--- src/rtl/mux_rr_pkg.sv ---
// Shared types and sizes for the 16-requester round-robin mux scheduler.
// Optional lock input is enabled by defining MUX_RR_LOCK_EN.
package mux_rr_pkg;

    localparam int N_REQ  = 16;
    localparam int SEL_W  = 4;
    localparam int HOLD_W = 8;

    typedef enum logic [1:0] {
        IDLE    = 2'd0,
        GRANT   = 2'd1,
        RELEASE = 2'd2
    } state_e;

endpackage

--- src/rtl/mux_rr_pick.sv ---
// Rotating-priority encoder: first set request at or after ptr, wrapping mod 16.
module mux_rr_pick
    import mux_rr_pkg::*;
(
    input  logic [N_REQ-1:0] req,
    input  logic [SEL_W-1:0] ptr,
    output logic             any,
    output logic [SEL_W-1:0] idx
);

    logic [SEL_W-1:0] off;

    // NOTE: every variable written in always_comb is given a default first so
    // no path leaves it unassigned, which would otherwise infer a latch.
    always_comb begin
        off = '0;
        // Scanning downwards lets the lowest rotated offset win.
        for (int i = N_REQ - 1; i >= 0; i--) begin
            if (req[ptr + SEL_W'(i)]) begin
                off = SEL_W'(i);
            end
        end
    end

    assign any = |req;
    assign idx = ptr + off;

endmodule

--- src/rtl/mux_rr_scheduler.sv ---
// Round-robin scheduler driving the select of a shared 16:1 mux, with a
// bounded hold time and a dead RELEASE cycle. Define MUX_RR_LOCK_EN for lock.
module mux_rr_scheduler
    import mux_rr_pkg::*;
#(
    parameter int unsigned MAX_HOLD = 8
) (
    input  logic             clk,
    input  logic             rst,
    input  logic [N_REQ-1:0] req,
    input  logic             done,
`ifdef MUX_RR_LOCK_EN
    input  logic             lock,
`endif
    output logic [SEL_W-1:0] sel,
    output logic [N_REQ-1:0] grant,
    output logic             valid,
    output logic             busy
);

    state_e             state_q, state_d;
    logic [SEL_W-1:0]   ptr_q, ptr_d;
    logic [HOLD_W-1:0]  hold_q, hold_d;
    logic [SEL_W-1:0]   sel_q, sel_d;
    logic [N_REQ-1:0]   grant_q, grant_d;
    logic               valid_q, valid_d;
    logic               busy_q, busy_d;

    logic               pick_any;
    logic [SEL_W-1:0]   pick_idx;
    logic               lock_w;
    logic               timeout;

`ifdef MUX_RR_LOCK_EN
    assign lock_w = lock;
`else
    assign lock_w = 1'b0;
`endif

    mux_rr_pick u_pick (
        .req (req),
        .ptr (ptr_q),
        .any (pick_any),
        .idx (pick_idx)
    );

    // A locked grantee neither times out nor advances its hold count.
    assign timeout = (hold_q == HOLD_W'(MAX_HOLD - 1)) && !lock_w;

    always_comb begin
        state_d = state_q;
        ptr_d   = ptr_q;
        hold_d  = hold_q;
        sel_d   = sel_q;
        grant_d = grant_q;
        valid_d = valid_q;
        busy_d  = busy_q;
        unique case (state_q)
            IDLE: begin
                if (pick_any) begin
                    state_d           = GRANT;
                    sel_d             = pick_idx;
                    grant_d           = '0;
                    grant_d[pick_idx] = 1'b1;
                    valid_d           = 1'b1;
                    busy_d            = 1'b1;
                    hold_d            = '0;
                end
            end
            GRANT: begin
                if (!lock_w) begin
                    hold_d = hold_q + 1'b1;
                end
                if (done || !req[sel_q] || timeout) begin
                    state_d = RELEASE;
                    grant_d = '0;
                    valid_d = 1'b0;
                    hold_d  = '0;
                    ptr_d   = sel_q + 1'b1;
                end
            end
            RELEASE: begin
                // sel is held here so the mux input never moves while valid=1.
                state_d = IDLE;
                busy_d  = 1'b0;
            end
            default: state_d = IDLE;
        endcase
    end

    // NOTE: sequential state uses non-blocking assignments so every register
    // samples its pre-edge value regardless of statement order.
    always_ff @(posedge clk) begin
        if (rst) begin
            state_q <= IDLE;
            ptr_q   <= '0;
            hold_q  <= '0;
            sel_q   <= '0;
            grant_q <= '0;
            valid_q <= 1'b0;
            busy_q  <= 1'b0;
        end else begin
            state_q <= state_d;
            ptr_q   <= ptr_d;
            hold_q  <= hold_d;
            sel_q   <= sel_d;
            grant_q <= grant_d;
            valid_q <= valid_d;
            busy_q  <= busy_d;
        end
    end

    assign sel   = sel_q;
    assign grant = grant_q;
    assign valid = valid_q;
    assign busy  = busy_q;

endmodule

--- config.mk ---
export PLATFORM = sky130hd
export DESIGN_NAME = mux_rr_scheduler
export DESIGN_NICKNAME = d
export VERILOG_FILES = /design/src/rtl/mux_rr_pkg.sv /design/src/rtl/mux_rr_pick.sv /design/src/rtl/mux_rr_scheduler.sv
export SDC_FILE = /design/constraint.sdc
export NUM_CORES = 1
export LEC_CHECK = 0
export ABC_AREA = 1
export ABC_CLOCK_PERIOD_IN_PS = 5300
export CORE_ASPECT_RATIO = 0.8
export CORE_MARGIN = 2
export CORE_UTILIZATION = 30
export CTS_CLUSTER_SIZE = 12
export DETAILED_ROUTE_END_ITERATION = 6
export DONT_BUFFER_PORTS = 1
export SKIP_LAST_GASP = 1
export SLEW_MARGIN = 20
export SYNTH_ARGS = -nofsm -noshare
export SYNTH_HDL_FRONTEND = slang
export SYNTH_SLANG_ARGS = --single-unit
--- constraint.sdc ---
create_clock -name clk -period 5.3 [get_ports clk]
set_input_delay 1.06 -clock clk [delete_from_list [all_inputs] [get_ports clk]]
set_output_delay 1.06 -clock clk [all_outputs]
set_load 0.1 [all_outputs]
==> results of run 1 <==
## worst paths after layout
path | start | to | slack, ns | cells past startpoint
setup / recovery | ptr_q[2]$_SDFFE_PP0P_ | grant[2]$_SDFFE_PP0P_ | 1.04 | 26
hold / removal | hold_q[4]$_SDFFE_PP0P_ | hold_q[4]$_SDFFE_PP0P_ | 0.49 | 2
setup reg to reg | ptr_q[2]$_SDFFE_PP0P_ | grant[2]$_SDFFE_PP0P_ | 1.04 | 26
hold reg to reg | hold_q[4]$_SDFFE_PP0P_ | hold_q[4]$_SDFFE_PP0P_ | 0.49 | 2
## worst register-to-register path, cell delays in order (launching register included)
cell	delay, ns
dfxtp_1	0.67
inv_4	0.15
ha_1	0.38
inv_1	0.14
nand3_1	0.15
nand3b_1	0.16
nand2_1	0.06
nand2_1	0.06
nand2_1	0.04
nand2_1	0.05
nand2_1	0.05
nand2_1	0.07
nand2_1	0.05
nand2_1	0.05
nand2_1	0.05
nand2_1	0.06
nand2_1	0.05
nand2_1	0.05
nand2_1	0.04
nand2_1	0.06
a21oi_1	0.06
ha_1	0.22
fa_1	0.54
inv_1	0.09
nor4_1	0.62
nand4_1	0.19
nand2_1	0.09
## per-stage QoR
step / utilization, % / instance area, um^2 / cells / hold WS (ns)
after floorplan: - / 2900 / 449 / 0.4700
after global placement: 31.71 / 3022 / 561 / 0.4809
after detailed placement: 31.71 / 3022 / 561 / 0.4852
after CTS: 33.51 / 3193 / 569 / 0.4930
after global routing: 33.51 / 3193 / 569 / 0.5170
final: 33.51 / 3193 / 569 / 0.4882
## per-layer routing
metal | track usage [%] | up-vias | wire length, um
li1 | - | 1535 | -
met2 | 24.31 | 98 | 3531
met5 | 0 | - | 0
met1 | 21.46 | 1375 | 3837
met3 | 5.023 | 11 | 640
met4 | 3.150 | 0 | 85
## state kept, by name (all words and copies together), names as in the netlist
signal and count:
hold_q 8, ptr_q 4, state_q 2, grant 16, busy 1, valid 1, sel 4
## logic make-up (layout without fill, tap and decap cells)
group	count (synthesis)	in the layout
buffers and inverters	52	53
flip-flops	36	36
multiplexers	4	4
AO/OA/AOI/OAI	61	61
adder cells (fa/ha/maj)	13	13
XOR/XNOR	14	14
AND/OR/NAND/NOR	269	269
## power groups by stage
stage	combinational, mW	sequential, mW	clock, mW
after floorplan	0.966	0.614	0
after global placement	1.28	0.555	0
after detailed placement	1.29	0.553	0
after CTS	1.30	0.548	0.350
after global routing	1.47	0.556	0.364
final	1.31	0.547	0.341
## synth_stat cells, types with 4 or more instances
library cell / number / area, um^2
a21oi_1: 23 / 115.1
buf_2: 7 / 35.03
clkbuf_1: 4 / 15.01
dfxtp_1: 36 / 720.7
ha_1: 12 / 150.1
inv_1: 24 / 90.09
inv_2: 10 / 37.54
mux2i_1: 4 / 40.04
nand2_1: 125 / 469.2
nand3_1: 78 / 390.4
nand3_2: 4 / 40.04
nand4_1: 19 / 118.9
nor2_1: 21 / 78.83
nor4_1: 8 / 50.05
o21ai_0: 16 / 80.08
o21ai_1: 8 / 40.04
o221ai_1: 4 / 35.03
xnor2_1: 4 / 35.03
xor2_1: 8 / 70.07
## cell type report
type | instances | area [um^2] | area share [%]
sequential | 36 | 720.7 | 22.57
clock buffer | 5 | 125.1 | 3.918
inverter | 38 | 145.1 | 4.545
timing repair buffer | 7 | 52.55 | 1.646
clock inverter | 3 | 46.29 | 1.450
tap | 119 | 148.9 | 4.663
multi-input combinational | 361 | 1954 | 61.21
==> results.json, run 1 <==
{
  "synth_compound_area_share_pct": 11.99,
  "wl_mm": 8.094,
  "rsz0062_at_grt": "false",
  "syn2layout_area_growth_pct": 10.09,
  "dr_total_vias": 3019,
  "layout_commonest_cell": "nand2_1",
  "max_stage_delay_ns": 0.67,
  "power_leakage_nw": 1.411,
  "cp-start-kind": "register",
  "cts_buffer_depth": 2,
  "ant_nets": 0,
  "fp.coreArea_um2": 9529,
  "seq_power_share_pct": 24.9,
  "timing.final.crit_period_ns": 4.262,
  "diodes": 0,
  "synthSimpleGateAreaFrac_pct": 43.40,
  "synth-xor-area-share_pct": 4.745,
  "grt_pass1_vias": 2731,
  "synthArstFlopShare_pct": 0,
  "ios": 41,
  "htree_levels": 2,
  "syn-num-nets": 481,
  "p_per_area_nw_per_um2": 688.2,
  "num_rows": 32,
  "finClkSkew_ns": 0.003230,
  "switching_share_pct": 56.67,
  "hold_violations": 0,
  "die_h_um": 91.95,
  "slew_headroom_pct": 33.71,
  "clk_pin_slew_worst_paths_ns": 0.06,
  "nFillCells": 1049,
  "grt_pass1_wl_mm": 13.35,
  "internal_power_uw": 952.2,
  "synth_top_family_by_area": "simple AND/OR/NAND/NOR gates",
  "cp.required_ns": 5.52,
  "cp-end-kind": "register",
  "drt_pass1_iterations": 5,
  "num-nets-final": 481,
  "cts_resized": 0,
  "hp-class": "reg -> reg",
  "insertion_delay_ns": 0.28,
  "cts_hold_buf": 0,
  "synthesis.area_um2": 2900,
  "antenna_found_initial": 0,
  "tritoncts": "yes",
  "outcome": "completed",
  "post-place-ws_ns": 1.097,
  "cts_root_buffer": "clkbuf_16",
  "drt_iter0_drc": 259,
  "grt_max_degree": 23,
  "numCtsBuffers": 5,
  "die_w_um": 113.9,
  "cp.arrival_ns": 4.49,
  "maxCapViolations": 0,
  "setup_violations": 0,
  "synth_edf_count": 0,
  "totalPowerFinal_mw": 2.198,
  "drcViolationCount": 0,
  "synthMuxAreaShare_pct": 1.381,
  "p_switching_mw": 1.245,
  "power_frac_comb_pct": 59.6,
  "setup-tns-final_ns": 0,
  "synth_fa_ha_area_share_pct": 5.867,
  "critical_path_class": "reg -> reg",
  "initial_utilization_pct": 30.44,
  "syn_area_per_cell_um2": 6.459,
  "cts_setup_buffers": 0,
  "mostFrequentLayoutCells": "nand2_1, nand3_1, dfxtp_1",
  "syn_inst": 449,
  "grt.total_usage_pct": 15.71,
  "vias_per_cell": 5.306,
  "crit_fanout": 11,
  "gp_congestion": 0.8847,
  "slowest_stage": "dfxtp_1",
  "path_common_cell": "nand2_1",
  "clock.fmax_ghz": 0.2346,
  "clockPowerShare_pct": 15.5,
  "dieArea_um2": 10480,
  "path_delay_family": "simple AND/OR/NAND/NOR gates",
  "cts.sinks": 36,
  "routedWlPerCell_um": 14.22,
  "synthFlopType": "dfxtp_1",
  "drive_gt1_share_pct": 9.556,
  "dp_hpwl_mm": 6.319,
  "yosysSeqAreaShare_pct": 24.85,
  "crit_buf_inv": 3,
  "drv_slew": 0,
  "finalCritPeriodShare_pct": 80.42,
  "tightest_slew_ns": 0.9929,
  "grt_overflow_total": 0,
  "synth.distinct_cells": 41,
  "ys_ff_latch": 36,
  "final.setup.worst_slack_ns": 1.038,
  "yosysWarnings": 0,
  "peakVddDrop_mv": 0.2125,
  "port_buffers": 0
}
(Power assumes the default switching activity.)
==> run 2: changes to the inputs <==
--- a/config.mk
+++ b/config.mk
@@ -6,7 +6,7 @@
 export NUM_CORES = 1
 export LEC_CHECK = 0
 export ABC_AREA = 1
-export ABC_CLOCK_PERIOD_IN_PS = 5300
+export ABC_CLOCK_PERIOD_IN_PS = 4000
 export CORE_ASPECT_RATIO = 0.8
 export CORE_MARGIN = 2
 export CORE_UTILIZATION = 30
==> constraint.sdc (replaced) <==
create_clock -name clk -period 4 [get_ports clk]
set_input_delay 0.8 -clock clk [delete_from_list [all_inputs] [get_ports clk]]
set_output_delay 0.8 -clock clk [all_outputs]
set_load 0.1 [all_outputs]
==> run 2 against run 1 <==
Against the previous run: sequential share of layout area shrank 0.69 points; clock skew grew 0.0027 ns; critical path depth grew 1; utilization grew 1.1 points; fmax grew 17%; first-iteration DRC count shrank 18%; hold slack gained 0.0095 ns; count of clock-buffer cells in the layout grew 1; largest cell class unchanged; critical endpoint is now grant[11]$_SDFFE_PP0P_; combinational power grew 43%; flip-flop and latch count is the same; via count grew 2.0%.
==> results.json, run 2 (synthesized netlist as in run 1, its figures left out) <==
{
  "num_rows": 32,
  "setup_violations": 0,
  "maxCapViolations": 0,
  "routedWlPerCell_um": 14.36,
  "largest_reg_flops": 16,
  "gp_congestion": 0.9453,
  "p_switching_mw": 1.694,
  "cts.sinks": 36,
  "numCtsBuffers": 5,
  "dieArea_um2": 10480,
  "power_leakage_nw": 1.453,
  "grt_overflow_total": 0,
  "insertion_delay_ns": 0.28,
  "startpoint": "ptr_q[0]$_SDFFE_PP0P_",
  "cp.required_ns": 4.19,
  "p_per_area_nw_per_um2": 909.2,
  "cts_root_buffer": "clkbuf_16",
  "clk_pin_slew_worst_paths_ns": 0.06,
  "critical_path_class": "reg -> reg",
  "htree_levels": 2,
  "final.setup.worst_slack_ns": 0.3673,
  "finalCritPeriodShare_pct": 90.82,
  "totalPowerFinal_mw": 2.995,
  "nFillCells": 1040,
  "dr_total_vias": 3078,
  "switching_share_pct": 56.57,
  "cp-start-kind": "register",
  "drcViolationCount": 0,
  "vias_per_cell": 5.325,
  "mostFrequentLayoutCells": "nand2_1, nand3_1, dfxtp_1",
  "hold_violations": 0,
  "drv_slew": 0,
  "clockPowerShare_pct": 13.2,
  "cp.arrival_ns": 3.83,
  "ant_nets": 0,
  "seq_power_share_pct": 24.5,
  "cp-end-kind": "register",
  "timing.final.crit_period_ns": 3.633,
  "drt_pass1_iterations": 5,
  "dp_hpwl_mm": 6.530,
  "port_buffers": 0,
  "outcome": "completed",
  "final_area_um2": 3294,
  "ff2ff_path_depth": 27,
  "finClkSkew_ns": 0.005945,
  "slew_headroom_pct": 32.82,
  "syn2layout_area_growth_pct": 13.59,
  "r2r_end": "grant[11]$_SDFFE_PP0P_",
  "layout_commonest_cell": "nand2_1",
  "hp-class": "reg -> reg",
  "tritoncts": "yes",
  "wl_mm": 8.300,
  "placed_area_um2": 3074,
  "post-place-ws_ns": 0.2020,
  "die_w_um": 113.9,
  "drive_gt1_share_pct": 13.07,
  "rr_startpoint": "ptr_q[0]$_SDFFE_PP0P_",
  "antenna_found_initial": 0,
  "rsz0062_at_grt": "false",
  "power_frac_comb_pct": 62.3,
  "cts_buffer_depth": 2,
  "clock.fmax_ghz": 0.2753,
  "drt_iter0_drc": 212,
  "fp.coreArea_um2": 9529,
  "grt_pass1_wl_mm": 13.58,
  "initial_utilization_pct": 30.44,
  "min_from": "hold_q[1]$_SDFFE_PP0P_",
  "internal_power_mw": 1.301,
  "tightest_slew_ns": 1.006,
  "cp-endpoint": "grant[11]$_SDFFE_PP0P_",
  "num-nets-final": 490,
  "diodes": 0,
  "setup-tns-final_ns": 0,
  "grt_max_degree": 23,
  "grt.total_usage_pct": 15.75,
  "die_h_um": 91.95,
  "r2r_setup_slack_ns": 0.37,
  "grt_pass1_vias": 2821,
  "crit_fanout": 22,
  "peakVddDrop_mv": 0.4554,
  "ios": 41
}
run 2: worst min path at each step:
stage	to	slack (ns)	depth (start not counted)
after floorplan	hold_q[4]$_SDFFE_PP0P_	0.47	2
after global placement	hold_q[4]$_SDFFE_PP0P_	0.48	2
final	hold_q[1]$_SDFFE_PP0P_	0.50	2
after detailed placement	hold_q[4]$_SDFFE_PP0P_	0.48	2
after CTS	hold_q[4]$_SDFFE_PP0P_	0.49	2
after global routing	hold_q[4]$_SDFFE_PP0P_	0.53	2
run 2: critical path: stages, from the launching register on:
cell     delay, ns
dfxtp_1       0.35
buf_8         0.17
ha_1          0.23
xnor2_2       0.26
inv_2         0.09
nand3_1       0.11
nand2_1       0.07
o21ai_2       0.13
nand2_1       0.06
nand2_1       0.05
nand2_1       0.05
nand2_1       0.05
nand2_1       0.04
nand2_1       0.06
nand2_1       0.04
nand2_1       0.05
nand2_1       0.05
nand2_1       0.05
nand2_1       0.05
nand2_1       0.06
a21oi_1       0.06
ha_2          0.20
fa_1          0.60
inv_2         0.07
nor4_2        0.24
buf_4         0.16
nand4_1       0.09
o21ai_0       0.09
run 2: power groups by stage:
| stage | logic [mW] | registers [mW] | clock network (mW) |
|---|---|---|---|
| 5_1_grt | 2.09 | 0.747 | 0.419 |
| 4_1_cts | 1.77 | 0.733 | 0.404 |
| 3_5_place_dp | 1.76 | 0.739 | 0 |
| 2_1_floorplan | 1.28 | 0.813 | 0 |
| 6_report | 1.87 | 0.734 | 0.395 |
| 3_3_place_gp | 1.73 | 0.741 | 0 |
run 2: layer usage:
layer	global-route usage (%)	part of all wire (%)
met3	3.040	6.9
met5	0	0
met1	22.95	49
met2	24.90	43
met4	1.626	0.84
run 2: area by class of cell:
cell class	count	area, um^2	share of cell area (%)
inverter	38	150.1	4.558
clock inverter	2	15.01	0.4558
clock buffer	6	138.9	4.216
tap	119	148.9	4.520
multi-input combinational	361	1993	60.50
timing repair buffer	16	127.6	3.874
sequential	36	720.7	21.88
run 2: metrics by stage:
step | utilization (%) | std cells | hold WS, ns
3_5_place_dp | 32.26 | 568 | 0.4821
4_1_cts | 33.88 | 576 | 0.4914
6_report | 34.57 | 578 | 0.4977
2_1_floorplan | - | 449 | 0.4700
3_3_place_gp | 32.26 | 568 | 0.4815
5_1_grt | 34.57 | 578 | 0.5285
run 2: what timing repair did:
action,in CTS,in global routing
hold endpoints to repair,0,0
setup buffers,0,2
hold buffers,0,0
setup endpoints to repair,0,17
resized for setup,0,14
==> run 3: changes to the inputs <==
--- a/config.mk
+++ b/config.mk
@@ -13,7 +13,6 @@
 export CTS_CLUSTER_SIZE = 12
 export DETAILED_ROUTE_END_ITERATION = 6
 export DONT_BUFFER_PORTS = 1
-export SKIP_LAST_GASP = 1
 export SLEW_MARGIN = 20
 export SYNTH_ARGS = -nofsm -noshare
 export SYNTH_HDL_FRONTEND = slang
==> constraint.sdc (replaced) <==
create_clock -name clk -period 4 [get_ports clk]
set_input_delay 0.6 -clock clk [delete_from_list [all_inputs] [get_ports clk]]
set_output_delay 0.6 -clock clk [all_outputs]
set_load 0.1 [all_outputs]
==> run 3 against run 2 <==
Against the previous run: sequential share of layout area is essentially flat; largest cell class unchanged; fmax shrank 0.19%; power grew 1.1%; final cell count is the same; highest routed layer unchanged; critical path depth is the same.
==> results.json, run 3 (synthesized netlist as in run 1, its figures left out) <==
{
  "power_leakage_nw": 1.460,
  "numCtsBuffers": 5,
  "port_buffers": 0,
  "grt_max_degree": 23,
  "cp-start-kind": "register",
  "wl_mm": 8.265,
  "num_rows": 32,
  "htree_levels": 2,
  "drcViolationCount": 0,
  "drt_pass1_iterations": 5,
  "die_w_um": 113.9,
  "final.setup.worst_slack_ns": 0.3602,
  "drt_iter0_drc": 188,
  "setup-tns-final_ns": 0,
  "holdPathStages": 1,
  "grt.total_usage_pct": 15.98,
  "diodes": 0,
  "cts_root_buffer": "clkbuf_16",
  "grt_overflow_total": 0,
  "rr_startpoint": "ptr_q[0]$_SDFFE_PP0P_",
  "slew_headroom_pct": 32.46,
  "vias_per_cell": 5.256,
  "r2r_end": "grant[11]$_SDFFE_PP0P_",
  "finalCritPeriodShare_pct": 90.99,
  "timing.final.crit_period_ns": 3.640,
  "r2r_setup_slack_ns": 0.36,
  "layout_commonest_cell": "nand2_1",
  "num-nets-final": 490,
  "tightest_slew_ns": 1.012,
  "cts_buffer_depth": 2,
  "ios": 41,
  "cts_hold_buf": 0,
  "min_from": "rst",
  "hp-class": "in -> reg",
  "max_stage_delay_ns": 0.61,
  "fp.coreArea_um2": 9529,
  "hold_path_end": "busy$_SDFFE_PP0P_",
  "clk_pin_slew_worst_paths_ns": 0.05,
  "syn2layout_area_growth_pct": 13.76,
  "path_common_cell": "nand2_1",
  "grt_pass1_vias": 2844,
  "setup_violations": 0,
  "hold_violations": 0,
  "critical_path_class": "reg -> reg",
  "initial_utilization_pct": 30.44,
  "finClkSkew_ns": 0.004204,
  "dieArea_um2": 10480,
  "die_h_um": 91.95,
  "largest_reg_flops": 16,
  "slowest_stage": "fa_2",
  "drv_slew": 0,
  "gp_congestion": 0.9472,
  "dp_hpwl_mm": 6.507,
  "nFillCells": 1038,
  "post-place-ws_ns": 0.1922,
  "cp-end-kind": "register",
  "crit_fanout": 22,
  "peakVddDrop_mv": 0.3712,
  "clock.fmax_ghz": 0.2747,
  "tritoncts": "yes",
  "grt_pass1_wl_mm": 13.65,
  "ant_nets": 0,
  "cp.required_ns": 4.21,
  "dr_total_vias": 3038,
  "drive_gt1_share_pct": 13.07,
  "cp.arrival_ns": 3.85,
  "ff2ff_path_depth": 27,
  "antenna_found_initial": 0,
  "mostFrequentLayoutCells": "nand2_1, nand3_1, dfxtp_1",
  "routedWlPerCell_um": 14.30,
  "p_per_area_nw_per_um2": 918.0,
  "maxCapViolations": 0,
  "outcome": "completed",
  "cts.sinks": 36,
  "insertion_delay_ns": 0.28
}
-- run 3: report_power, final --
| part | internal (mW) | switching (mW) | total [mW] | leakage [nW] |
|---|---|---|---|---|
| registers | 0.425 | 0.310 | 0.735 | 0.293 |
| clock network | 0.293 | 0.145 | 0.438 | 0.0808 |
| logic | 0.626 | 1.23 | 1.86 | 1.09 |
| total | 1.34 | 1.68 | 3.03 | 1.46 |
-- run 3: how the worst max path moves through the flow --
| stage | startpoint | end | slack (ns) | depth (start not counted) |
|---|---|---|---|---|
| 2_1_floorplan | ptr_q[1]$_SDFFE_PP0P_ | sel[2]$_SDFFE_PP0P_ | 0.02 | 28 |
| 3_3_place_gp | ptr_q[1]$_SDFFE_PP0P_ | sel[2]$_SDFFE_PP0P_ | 0.19 | 26 |
| 3_5_place_dp | ptr_q[1]$_SDFFE_PP0P_ | sel[2]$_SDFFE_PP0P_ | 0.19 | 26 |
| 4_1_cts | ptr_q[1]$_SDFFE_PP0P_ | sel[2]$_SDFFE_PP0P_ | 0.16 | 26 |
| 5_1_grt | ptr_q[0]$_SDFFE_PP0P_ | grant[11]$_SDFFE_PP0P_ | -0.02 | 27 |
| 6_report | ptr_q[0]$_SDFFE_PP0P_ | grant[11]$_SDFFE_PP0P_ | 0.36 | 27 |
-- run 3: layout make-up --
class	count	area [um^2]	area share (%)
clock buffer	6	128.9	3.906
timing repair buffer	16	123.9	3.754
sequential	36	720.7	21.84
tap	119	148.9	4.513
clock inverter	2	35.03	1.062
inverter	38	147.6	4.475
multi-input combinational	361	1994	60.45
-- run 3: metrics by stage --
step           instances  hold WS (ns)  total power [mW]  area [um^2]  utilization [%]
2_1_floorplan        449        0.4700             2.093         2900                -
5_1_grt              578        0.3771             3.291         3299            34.62
6_report             578        0.3825             3.029         3299            34.62
3_3_place_gp         568        0.4816             2.475         3074            32.26
3_5_place_dp         568        0.4820             2.492         3074            32.26
4_1_cts              576        0.3774             2.944         3238            33.98
-- run 3: routing by layer --
layer	vias to the layer above	share of wire [%]	GRT usage (%)
met2	87	44	25.10
met4	0	0.83	2.947
li1	1553	-	-
met1	1388	49	22.43
met3	10	6.7	3.833
met5	-	0	0
-- run 3: worst max-delay path: cells and delay by family (launching register included) --
| kind | cells | cell delay, ns |
|---|---|---|
| adders and majority gates | 3 | 1.05 |
| xor gates and xnor gates | 1 | 0.26 |
| AOI/OAI and AO/OA | 3 | 0.29 |
| and+or+nand+nor | 16 | 1.15 |
| buffers and inverters | 4 | 0.49 |
| DFF | 1 | 0.34 |
-- run 3: what timing repair did --
action,4_1_cts,5_1_grt
buffers inserted,0,2
gates resized for setup,0,13
endpoints found under the setup margin,0,17
